===== src/rtl/irq_encoder_8_3.sv =====
// Sequential 8-to-3 priority encoder: captures request pulses into a pending
// register and presents the lowest-index pending source under a valid/ack handshake.

module irq_line_cell (
  input  logic set,
  input  logic clr,
  input  logic cur,
  output logic nxt,
  output logic lost
);
  // Set wins over a same-cycle clear, so a fresh event is never dropped.
  assign nxt  = (cur & ~clr) | set;
  assign lost = set & cur & ~clr;
endmodule

module irq_encoder_8_3 (
  input  logic       clock,
  input  logic       reset,
  input  logic [7:0] req,
  input  logic       enable,
  input  logic       ack,
  output logic       out_valid,
  output logic [2:0] out_index,
  output logic [7:0] pending,
  output logic       overflow
);
  localparam int NUM_LANES = 8;

  typedef enum logic {IDLE, PRESENT} state_t;

  state_t                 state_q, state_d;
  logic [NUM_LANES-1:0]   set_mask, clr_mask, pend_d, lost;
  logic [2:0]             idx_d, enc_idx;
  logic                   xfer;

  assign xfer     = (state_q == PRESENT) && ack;
  assign set_mask = enable ? req : '0;
  assign clr_mask = xfer ? (NUM_LANES'(1) << out_index) : '0;

  generate
    for (genvar i = 0; i < NUM_LANES; i++) begin : g_lane
      irq_line_cell u_cell (
        .set  (set_mask[i]),
        .clr  (clr_mask[i]),
        .cur  (pending[i]),
        .nxt  (pend_d[i]),
        .lost (lost[i])
      );
    end
  endgenerate

  // Scan high to low so the lowest set index is the last one written.
  always_comb begin
    enc_idx = 3'd0;
    for (int i = NUM_LANES-1; i >= 0; i--)
      if (pend_d[i]) enc_idx = 3'(i);
  end

  always_comb begin
    state_d = state_q;
    idx_d   = out_index;
    unique case (state_q)
      IDLE: if (pend_d != '0) begin
        state_d = PRESENT;
        idx_d   = enc_idx;
      end
      PRESENT: if (ack) begin
        if (pend_d != '0) idx_d   = enc_idx;
        else              state_d = IDLE;
      end
      default: state_d = IDLE;
    endcase
  end

  always_ff @(posedge clock) begin
    if (reset) begin
      state_q   <= IDLE;
      out_index <= 3'd0;
      pending   <= '0;
      overflow  <= 1'b0;
    end else begin
      state_q   <= state_d;
      out_index <= idx_d;
      pending   <= pend_d;
      if (|lost) overflow <= 1'b1;
    end
  end

  assign out_valid = (state_q == PRESENT);

endmodule


===== config.mk =====
export PLATFORM = sky130hd
export DESIGN_NAME = irq_encoder_8_3
export DESIGN_NICKNAME = d
export VERILOG_FILES = /design/src/rtl/irq_encoder_8_3.sv
export SDC_FILE = /design/constraint.sdc
export NUM_CORES = 1
export LEC_CHECK = 0
export CORE_ASPECT_RATIO = 1.1
export CORE_MARGIN = 1.5
export CORE_UTILIZATION = 28
export DETAILED_ROUTE_END_ITERATION = 6
export PLACE_DENSITY = 0.58
export SLEW_MARGIN = 20
export SYNTH_ARGS = -nofsm -noshare
export SYNTH_HDL_FRONTEND = slang
export SYNTH_SLANG_ARGS = --single-unit

===== constraint.sdc =====
create_clock -name clock -period 4.7 [get_ports clock]
set_input_delay 0.705 -clock clock [delete_from_list [all_inputs] [get_ports clock]]
set_output_delay 0.705 -clock clock [all_outputs]
set_load 0.01 [all_outputs]

## After elaboration in Yosys (flattened, before gate mapping)

Cells that the tools add are included.

| cells by class | value |
|---|---|
| reductions and logical operators | 3 |
| divide/modulo/power cells | 0 |
| $lt $le $gt $ge | 0 |
| multiply operators | 0 |
| muxes and demuxes | 16 |
| bitwise operators | 41 |
| add/subtract/negate cells | 0 |
| shift-type cells | 1 |
| equal/unequal tests | 1 |

Operators with widths:

| kind | number |
|---|---|
| $mux 3 | 10 |
| $and 1x1->1 | 24 |
| $mux 8 | 2 |
| $not 1->1 | 9 |
| $or 1x1->1 | 8 |
| $reduce_bool 8->1 | 1 |
| $reduce_or 8->1 | 1 |
| $shl 1x3->8 const A | 1 |
| $pmux 3 s2 | 1 |
| $mux 1 | 2 |
| $ne 2x2->1 const B | 1 |
| $pmux 1 s2 | 1 |
| $logic_and 1x1->1 | 1 |

| storage, ports and cells | value |
|---|---|
| latch bits | 0 |
| ROM bits | 0 |
| memories kept | 0 |
| memory bits (writable) | 0 |
| register bits | 13 |

## Logic depth before layout (Yosys ltp)

Gate-level depths: netlist of the first run.

| logic depth | value |
|---|---|
| depth after elaboration | 16 |
| depth in mapped cells | 7 |

## Modules after synthesis

Synthesis of the first run repeated with hierarchy kept, for this count alone.

| second synthesis, totals | value |
|---|---|
| cell total of the unflattened synthesis | 95 |
| area total of the unflattened synthesis | 740.7 µm² |

By module, submodules not included:

| module | area an instance (µm²) | cells each | times used |
|---|---|---|---|
| irq_encoder_8_3 | 600.6 | 71 | 1 |
| irq_line_cell | 17.5 | 3 | 8 |

## Worst setup path after synthesis of the first run

Ideal clock, no wire load.

| path | value |
|---|---|
| kind | in2reg |
| start | input ack |
| end | register out_index[1] |
| arrival | 1.678 ns |
| data required time | 4.585 ns |
| stages | 6 |
| path slack | 2.907 ns |
| cell sequence | nand3_4 o31ai_4 and3_1 and4_1 nor2_1 o21a_1 |

| on the way | value |
|---|---|
| word-level cells in the longest chain between the ends | 16 |
| elaborated cells between the ends (all ways) | 39 |

RTL lines:

| element | line | text |
|---|---|---|
| start, declared | 21 | `input logic ack,` |
| $logic_and 1x1->1 | 36 | `assign xfer = (state_q == PRESENT) && ack;` |
| $mux 8 | 38 | `assign clr_mask = xfer ? (NUM_LANES'(1) << out_index) : '0;` |
| $not 1->1 | 12 | `assign nxt = (cur & ~clr) \| set;` |
| $and 1x1->1 | 12 |  |
| $or 1x1->1 | 12 |  |
| $mux 3 (8 in series) | 56 | `if (pend_d[i]) enc_idx = 3'(i);` |
| $mux 3 | 63, 68 |  |
| $mux 3 | 67 | `PRESENT: if (ack) begin` |
| $pmux 3 s2 | 62 | `unique case (state_q)` |
| end signal, assigned | 83 | `out_index <= idx_d;` |
| end, declared | 23 | `output logic [2:0] out_index,` |

Parallel ways exist; a longest one is shown, timed or not. The select of a mux whose other input is x is not followed.
A chain may end at the register's enable or synchronous reset.

## Final worst setup path of the first run

| path | value |
|---|---|
| start | input enable |
| end | register out_index[0] |

| on the way | value |
|---|---|
| word-level cells in the longest chain between the ends | 13 |
| elaborated cells between the ends (all ways) | 21 |

RTL lines:

| element | line | text |
|---|---|---|
| start, declared | 20 | `input logic enable,` |
| $mux 8 (*) | 37 | `assign set_mask = enable ? req : '0;` |
| $or 1x1->1 | 12 |  |
| $mux 3 (8 in series) | 56 |  |
| $mux 3 (*) | 63, 68 |  |
| $mux 3 | 67 |  |
| $pmux 3 s2 (*) | 62 |  |

Mark *: on every way between the ends. The rest lies on a longest branch, timed or not. The select of a mux whose other input is x is not followed.

==> flow_summary_export.csv, run 1 <==
group,metric,value,unit
cts,cells_resized_by_post_cts_repair,0,
die,pin_count,25,
sta,worst_clk_skew,0.00396,ns
logic_synthesis,synth_cell_types,39,
power_and_ir_drop,power_leakage,0.392,nW
drt,drt_pre_antenna_iters,4,
drt,post-route-drc-count,0,
power_and_ir_drop,vdd_ir_drop_max,0.000151,V
logic_synthesis,cell_count_after_synthesis,106,
logic_synthesis,synthesis.area,855,µm²
sta,slew-limit-headroom,66.5,%
sta,fin_tns_setup,0,ns
cells_and_area,insertedDiodeCount,0,
global_routing,grt_start_max_net_pins,16,
cells_and_area,final_layout_size_suffix_gt1_share,7.38,%
logic_synthesis,dominantRegCellSynth,"sky130_fd_sc_hd__dfxtp_1",
sta,final_min_period_over_clock_period,48.6,%
placement,dp_hpwl,1650,µm
setup_path,setup.worst_path.class,"input port to flip-flop",
logic_synthesis,postSynth.asyncResetShare,0,%
outcome,outcome,"finished, final reports clean",
cells_and_area,footprint_of_the_multi_input_gates,492,µm²
global_routing,grt_pass1_wl,3710,µm
logic_synthesis,yosys.area.top_type,"sky130_fd_sc_hd__dfxtp_1",
placement,routabilityCongestion,0.787,
logic_synthesis,synth.area.top_cells,"sky130_fd_sc_hd__dfxtp_1, sky130_fd_sc_hd__buf_4, sky130_fd_sc_hd__a21oi_1, sky130_fd_sc_hd__nor2_1, sky130_fd_sc_hd__o21ai_0",
die,die_h,60.9,µm
global_routing,grt_remaining_overflow,0,
cts,cts_hold_buffers,0,
drt,number_of_vias_per_cell_after_detailed_routing,5.45,
die,row_count,20,
cells_and_area,area_growth,25.8,%
cts,tritoncts,"built",
sta,maxClockFrequency,0.438,GHz
sta,report.final.hold_viol_count,0,
cts,h-tree-depth,1,
global_routing,vias_in_the_first_global_route,826,
placement,port_buffers,24,
sta,max_slew.worst_pin.slew,0.500,ns
die,dieWidth,55.7,µm
logic_synthesis,synth_nets,118,
setup_path,critPathArrivalTime,2.48,ns
cts,clock-sinks,13,
drt,wirelength,2180,µm
cts,clk_pin_slew,0.09,ns
logic_synthesis,synth_seq_cells,13,
hold_path,holdCritPathClass,"flip-flop to flip-flop",
drt,avgRoutedWirePerCell,14.1,µm
cells_and_area,ff_latch_area,260,µm²
setup_path,crit_path_required_time,4.90,ns
die,design.core.area,0.00283,mm²
drt,via_count,845,
cts,post-cts-setup-buffers,0,
logic_synthesis,synth_top_area_share,30.5,%
setup_path,timing.critical_path.from_type,"input port",
cts,clockBufferDepth,2,
drt,route.antenna.remaining_nets,0,
die,initial_core_util,30.2,%
logic_synthesis,syn_avg_cell_area,8.06,µm²
power_and_ir_drop,p_per_area,268,mW/mm²
cts,clock_insertion_delay_worst_skew,0.27,ns
sta,setup-violations-final,0,
drt,initialDrtViolationCount,18,
cells_and_area,num-fill-cells,324,
placement,numPlacedInstances,151,
sta,timing.final.max_slew_violations,0,
logic_synthesis,synth_seq_area_share,30.5,%
logic_synthesis,synth-warning-count,0,
cells_and_area,layout.cells.non_filler,155,
sta,grt_setup_unrepaired,"false",
cts,ctsRootBufferMaster,"sky130_fd_sc_hd__clkbuf_4",
sta,final.min_clock_period,2.28,ns
global_routing,antenna_found_initial,0,
flow_run,max-cap-violations,0,
cells_and_area,final_nets,135,
global_routing,groute.usage.overall,13.9,%
logic_synthesis,number_of_synthesized_flops_with_an_enable_pin,0,
cts,cts_inserted_buffers,3,
setup_path,timing.critical_path.to_type,"flip-flop",
setup_path,worst-path-max-fanout,15,
die,dieArea,0.00339,mm²
==> cell usage in the layout, fill, tap and decap left out, drive strengths merged, types with 3 or more instances in the layout <==
master,n
inv,4
and3,3
nand2b,3
dfxtp,13
clkbuf,4
nand3,3
o21ai,12
clkdlybuf4s50,24
a21oi,11
nand2,8
o21a,4
nor2,10
==> cells in the mapped netlist (3+ instances only) <==
master	n
sky130_fd_sc_hd__nand2_1	8
sky130_fd_sc_hd__buf_4	9
sky130_fd_sc_hd__o21ai_1	4
sky130_fd_sc_hd__nor2_1	10
sky130_fd_sc_hd__o21a_1	4
sky130_fd_sc_hd__a21oi_1	11
sky130_fd_sc_hd__o21ai_0	7
sky130_fd_sc_hd__dfxtp_1	13
sky130_fd_sc_hd__and3_1	3
sky130_fd_sc_hd__inv_1	4
==> through the flow <==
step	setup slack, ns	area [µm²]	total power, mW	hold WS [ns]	util, %
6_report	2.42	1070	0.288	0.533	38.0
5_1_grt	2.27	1070	0.307	0.561	38.0
4_1_cts	2.42	1070	0.291	0.532	38.0
3_5_place_dp	2.13	1050	0.220	0.517	37.1
3_3_place_gp	2.15	1050	0.219	0.516	37.1
2_1_floorplan	2.91	855	0.188	0.476	-
==> path summary, 6_finish.rpt <==
kind,startpoint,end,slack (ns),cells after the start
worst max-delay path,enable,out_index[0],2.42,6
worst min-delay path,overflow,overflow,0.53,2
worst max register to register,out_index[2],out_index[0],2.88,6
worst min register to register,overflow,overflow,0.53,2
==> sequential cells by signal, indices dropped and copies added, names as in the netlist <==
signal     count
pending        8
out_index      3
overflow       1
out_valid      1
==> layer usage <==
metal,vias up,wire [µm],track usage (%)
met1,400,1040,18.1
met4,0,14,6.62
met5,-,0,0
li1,417,-,-
met2,26,1020,22.8
met3,2,109,2.13
==> where the power goes <==
part | switching [mW] | internal, mW
combinational | 0.0395 | 0.0453
sequential | 0.0139 | 0.119
clock | 0.0376 | 0.0328
==> cell type report <==
| type | instances | share of cell area, % |
|---|---|---|
| multi-input cells | 77 | 45.8 |
| flip-flops and latches | 13 | 24.2 |
| repair buffers | 24 | 22.4 |
| well taps | 33 | 3.84 |
| clock buffers | 4 | 2.44 |
| inverters | 4 | 1.40 |
==> critical path, stage by stage <==
cell and delay, ns:
sky130_fd_sc_hd__clkdlybuf4s50_1 0.76, sky130_fd_sc_hd__a221oi_1 0.22, sky130_fd_sc_hd__o311a_1 0.39, sky130_fd_sc_hd__o211ai_2 0.17, sky130_fd_sc_hd__nand4b_1 0.11, sky130_fd_sc_hd__a21oi_1 0.13
==> cells by family after synthesis <==
logic type             share of synthesized area [%]
buffers and inverters                           12.0
AO/OA/AOI/OAI                                   31.8
AND/OR/NAND/NOR                                 24.6
flip-flops                                      30.5
multiplexers                                    1.17
Note: power is estimated with default switching activity, not from simulation.
==> run 2: changes to the inputs <==
Clock period 4.7 ns to 2.2 ns, I/O delays scaled along.
==> flow_summary_export.csv, run 2 (synthesis results as in run 1) <==
group,metric,value,unit
outcome,outcome,"finished, final reports clean",
die,initial_core_util,30.2,%
sta,setup-violations-final,0,
drt,initialDrtViolationCount,21,
cells_and_area,largest_registers,"pending x8, out_index x3",
cts,clock-sinks,13,
cts,cells_resized_by_post_cts_repair,0,
setup_path,timing.critical_path.to_type,"flip-flop",
setup_path,timing.critical_path.from_type,"input port",
power_and_ir_drop,seqPwrFrac,45.0,%
sta,report.final.hold_viol_count,0,
power_and_ir_drop,power_leakage,0.415,nW
global_routing,grt_start_max_net_pins,14,
flow_run,max-cap-violations,0,
power_and_ir_drop,clock_power_share,24.7,%
cells_and_area,footprint_of_the_multi_input_gates,492,µm²
cts,clk_pin_slew,0.09,ns
power_and_ir_drop,p_per_area,565,mW/mm²
power_and_ir_drop,vdd_ir_drop_max,0.000336,V
setup_path,crit_path_required_time,2.35,ns
placement,routabilityCongestion,0.762,
hold_path,holdCritPathClass,"flip-flop to flip-flop",
drt,via_count,859,
die,dieWidth,55.7,µm
hold_path,hold-path-cell-count,2,
cells_and_area,num-fill-cells,304,
cells_and_area,final_layout_size_suffix_gt1_share,11.0,%
cts,tritoncts,"built",
drt,post-route-drc-count,0,
cts,cts_inserted_buffers,3,
die,die_h,60.9,µm
global_routing,groute.usage.overall,13.5,%
cells_and_area,area_growth,30.2,%
sta,max_slew.worst_pin.slew,0.485,ns
cts,cts_hold_buffers,0,
global_routing,grt_remaining_overflow,0,
cells_and_area,stdcell_area,0.00111,mm²
cells_and_area,final_cell_mix,"sky130_fd_sc_hd__clkdlybuf4s50_1, sky130_fd_sc_hd__dfxtp_1, sky130_fd_sc_hd__a21oi_1, sky130_fd_sc_hd__nor2_1, sky130_fd_sc_hd__nand2_1",
die,pin_count,25,
setup_path,r2r.worst_path.cells,6,
power_and_ir_drop,intPower,0.428,mW
cells_and_area,insertedDiodeCount,0,
global_routing,antenna_found_initial,0,
cts,ctsRootBufferMaster,"sky130_fd_sc_hd__clkbuf_4",
placement,dp_slack,-0.00468,ns
sta,postLayoutSetupSlackWorst,0.265,ns
global_routing,grt_pass1_wl,3580,µm
cells_and_area,layout.cells.non_filler,160,
cts,clock_insertion_delay_worst_skew,0.28,ns
cts,h-tree-depth,1,
setup_path,setup.worst_path.class,"input port to flip-flop",
placement,port_buffers,24,
cells_and_area,final_nets,140,
drt,number_of_vias_per_cell_after_detailed_routing,5.37,
sta,final_min_period_over_clock_period,87.9,%
setup_path,critPathArrivalTime,2.09,ns
drt,wirelength,2200,µm
global_routing,vias_in_the_first_global_route,826,
sta,worst_clk_skew,0.00217,ns
sta,grt_setup_unrepaired,"false",
drt,route.antenna.remaining_nets,0,
placement,dp_hpwl,1710,µm
placement,placedInstanceArea,0.00109,mm²
sta,timing.final.max_slew_violations,0,
setup_path,worst-path-max-fanout,6,
drt,drt_pre_antenna_iters,4,
die,dieArea,0.00339,mm²
sta,slew-limit-headroom,67.6,%
sta,worst_hold_slack,0.522,ns
power_and_ir_drop,netSwitchingPower,0.200,mW
cells_and_area,ff_latch_area,260,µm²
power_and_ir_drop,power.switching_fraction,31.8,%
cells_and_area,regMostFlops,"pending",
drt,avgRoutedWirePerCell,13.8,µm
placement,numPlacedInstances,156,
power_and_ir_drop,power.share.combinational,30.3,%
cells_and_area,final_common_cell,"sky130_fd_sc_hd__clkdlybuf4s50_1",
sta,final.min_clock_period,1.93,ns
cells_and_area,largest_register_ff_count,8,
sta,maxClockFrequency,0.517,GHz
cts,post-cts-setup-buffers,0,
sta,fin_tns_setup,0,ns
die,design.core.area,0.00283,mm²
die,row_count,20,
cts,clockBufferDepth,2,
==> run 2: cell types whose count changed in the layout (fill, tap and decap cells not counted) <==
cell and delta:
sky130_fd_sc_hd__buf_4 +5
==> run 2: worst max-delay path: stages <==
cell and delay, ns:
sky130_fd_sc_hd__clkdlybuf4s50_1 0.57, sky130_fd_sc_hd__nand3b_2 0.20, sky130_fd_sc_hd__o21ai_2 0.24, sky130_fd_sc_hd__and4_1 0.28, sky130_fd_sc_hd__and4_1 0.27, sky130_fd_sc_hd__nand4b_1 0.13
sky130_fd_sc_hd__a21oi_1 0.06
==> run 2: metal layers <==
metal / wire length, µm / global-route usage, % / share of wire, % / vias to the layer above
li1: - / - / - / 422
met1: 987 / 16.3 / 45 / 408
met2: 1090 / 23.8 / 50 / 27
met3: 108 / 4.26 / 4.9 / 2
met4: 12 / 3.14 / 0.55 / 0
met5: 0 / 0 / 0 / -
==> run 2: metrics by stage <==
stage | total power, mW | util (%)
floorplan | 0.402 | -
global placement | 0.477 | 38.4
detailed placement | 0.478 | 38.4
CTS | 0.636 | 39.3
global route | 0.668 | 39.3
finish | 0.628 | 39.3
==> run 2: area by class of cell <==
| class | count | share of cell area [%] |
|---|---|---|
| multi-input combinational | 77 | 44.2 |
| timing repair buffer | 29 | 25.0 |
| sequential | 13 | 23.4 |
| tap | 33 | 3.71 |
| clock buffer | 4 | 2.36 |
| inverter | 4 | 1.35 |
==> run 2: power by group through the flow <==
| stage | registers (mW) | clock network, mW | logic, mW |
|---|---|---|---|
| after global routing | 0.287 | 0.174 | 0.207 |
| final | 0.283 | 0.155 | 0.190 |
| after detailed placement | 0.288 | 0 | 0.189 |
| after CTS | 0.283 | 0.163 | 0.190 |
| after floorplan | 0.279 | 0 | 0.123 |
| after global placement | 0.289 | 0 | 0.189 |
==> run 2: worst paths after layout <==
path / from / endpoint / slack [ns]
max: ack / out_index[0] / 0.27
min: pending[5] / pending[5] / 0.52
max reg2reg: out_index[2] / out_index[0] / 0.36
min reg2reg: pending[5] / pending[5] / 0.52
==> run 3: changes to the inputs <==
Settings changed: CORE_MARGIN 1.5 to unset.
==> flow_summary_export.csv, run 3 (synthesis results as in run 1) <==
group,metric,value,unit
setup_path,largest_delay_share_family_worst_path,"simple AND/OR/NAND/NOR gates",
hold_path,holdCritPathClass,"flip-flop to flip-flop",
setup_path,critical-path-top-cell-by-count,"sky130_fd_sc_hd__and4_1",
flow_run,max-cap-violations,0,
global_routing,grt_start_max_net_pins,14,
drt,drt_pre_antenna_iters,4,
power_and_ir_drop,vdd_ir_drop_max,0.000361,V
setup_path,timing.critical_path.slowest_stage_cell,"sky130_fd_sc_hd__clkdlybuf4s50_1",
global_routing,antenna_found_initial,0,
die,pin_count,25,
drt,via_count,845,
cells_and_area,num-fill-cells,309,
cells_and_area,final_cell_mix,"sky130_fd_sc_hd__clkdlybuf4s50_1, sky130_fd_sc_hd__dfxtp_1, sky130_fd_sc_hd__a21oi_1, sky130_fd_sc_hd__nor2_1, sky130_fd_sc_hd__nand2_1",
cells_and_area,post-route-util,39.3,%
sta,slew-limit-headroom,67.1,%
die,design.core.area,0.00283,mm²
cells_and_area,area_growth,30.2,%
sta,setup-violations-final,0,
sta,timing.final.max_slew_violations,0,
cells_and_area,final_common_cell,"sky130_fd_sc_hd__clkdlybuf4s50_1",
die,row_count,20,
drt,number_of_vias_per_cell_after_detailed_routing,5.28,
placement,dp_slack,-0.0153,ns
setup_path,worst-path-max-fanout,6,
sta,postLayoutSetupSlackWorst,0.276,ns
cts,cells_resized_by_post_cts_repair,0,
placement,dp_hpwl,1710,µm
cts,clk_pin_slew,0.09,ns
drt,post-route-drc-count,0,
cts,ctsRootBufferMaster,"sky130_fd_sc_hd__clkbuf_4",
sta,max_slew.worst_pin.slew,0.491,ns
drt,wirelength,2190,µm
sta,report.final.hold_viol_count,0,
sta,grt_setup_unrepaired,"false",
drt,route.antenna.remaining_nets,0,
global_routing,groute.usage.overall,15.0,%
die,dieArea,0.00328,mm²
placement,routabilityCongestion,0.795,
drt,initialDrtViolationCount,23,
sta,final.min_clock_period,1.92,ns
setup_path,worstPathCellList,"clkdlybuf4s50_1, nand3b_2, o21ai_2, and4_1, and4_1, nor2_1, o21a_1",
setup_path,timing.critical_path.from_type,"input port",
global_routing,grt_pass1_wl,3530,µm
sta,maxClockFrequency,0.520,GHz
cts,cts_inserted_buffers,3,
placement,port_buffers,24,
global_routing,vias_in_the_first_global_route,830,
die,initial_core_util,30.2,%
cells_and_area,regMostFlops,"pending",
cts,h-tree-depth,1,
cts,clock_insertion_delay_worst_skew,0.28,ns
global_routing,grt_remaining_overflow,0,
cells_and_area,insertedDiodeCount,0,
die,die_h,59.9,µm
setup_path,setup.worst_path.class,"input port to flip-flop",
cts,post-cts-setup-buffers,0,
cts,clock-sinks,13,
sta,final_min_period_over_clock_period,87.5,%
outcome,outcome,"finished, final reports clean",
power_and_ir_drop,p_per_area,563,mW/mm²
setup_path,critPathArrivalTime,2.10,ns
cts,tritoncts,"built",
die,dieWidth,54.7,µm
cells_and_area,largest_register_ff_count,8,
sta,worst_clk_skew,0.00542,ns
drt,avgRoutedWirePerCell,13.7,µm
cells_and_area,final_nets,140,
cts,cts_hold_buffers,0,
setup_path,timing.critical_path.to_type,"flip-flop",
cells_and_area,largest_registers,"pending x8, out_index x3",
power_and_ir_drop,power_leakage,0.415,nW
setup_path,cp_slowest_stage_delay,0.57,ns
setup_path,crit_path_required_time,2.37,ns
cells_and_area,final_layout_size_suffix_gt1_share,11.0,%
setup_path,cp.buffers_inverters,1,
cts,clockBufferDepth,2,
run 3: area by class of cell:
type | instances | area (µm²) | share of cell area, %
clock buffers | 4 | 26.3 | 2.36
inverters | 4 | 15.0 | 1.35
multi-input cells | 77 | 492 | 44.2
flip-flops and latches | 13 | 260 | 23.4
well taps | 33 | 41.3 | 3.71
repair buffers | 29 | 278 | 25.0
run 3: report_power, final:
part / total [mW] / leakage (nW) / internal [mW] / switching (mW)
clock network: 0.153 / 0.0150 / 0.0702 / 0.0826
registers: 0.283 / 0.108 / 0.255 / 0.0281
logic: 0.190 / 0.292 / 0.103 / 0.0869
total: 0.626 / 0.415 / 0.428 / 0.198
run 3: tightest hold or removal path, stage by stage (launching register included):
cell                      delay [ns]
sky130_fd_sc_hd__dfxtp_1        0.33
sky130_fd_sc_hd__o21ai_2        0.08
sky130_fd_sc_hd__a21oi_1        0.06
run 3: final timing paths:
kind / start / cells past startpoint / end / slack, ns
worst max-delay path: ack / 7 / out_index[1] / 0.28
worst min-delay path: pending[5] / 2 / pending[5] / 0.52
worst max register to register: out_index[2] / 6 / out_index[1] / 0.36
worst min register to register: pending[5] / 2 / pending[5] / 0.52
run 3: per-layer routing:
metal | global-route usage [%] | vias to the layer above | routed length (µm)
li1 | - | 422 | -
met1 | 17.9 | 390 | 964
met2 | 25.1 | 29 | 1070
met3 | 4.58 | 4 | 120
met4 | 4.40 | 0 | 31
met5 | 0 | - | 0
run 3: stage by stage:
stage	instances	area (µm²)	hold WS [ns]	TNS [ns]	total power, mW
floorplan	106	855	0.402	0	0.402
CTS	160	1110	0.518	0	0.637
detailed placement	156	1090	0.507	-0.0187	0.478
global placement	156	1090	0.507	0	0.477
finish	160	1110	0.522	0	0.626
global route	160	1110	0.545	0	0.661
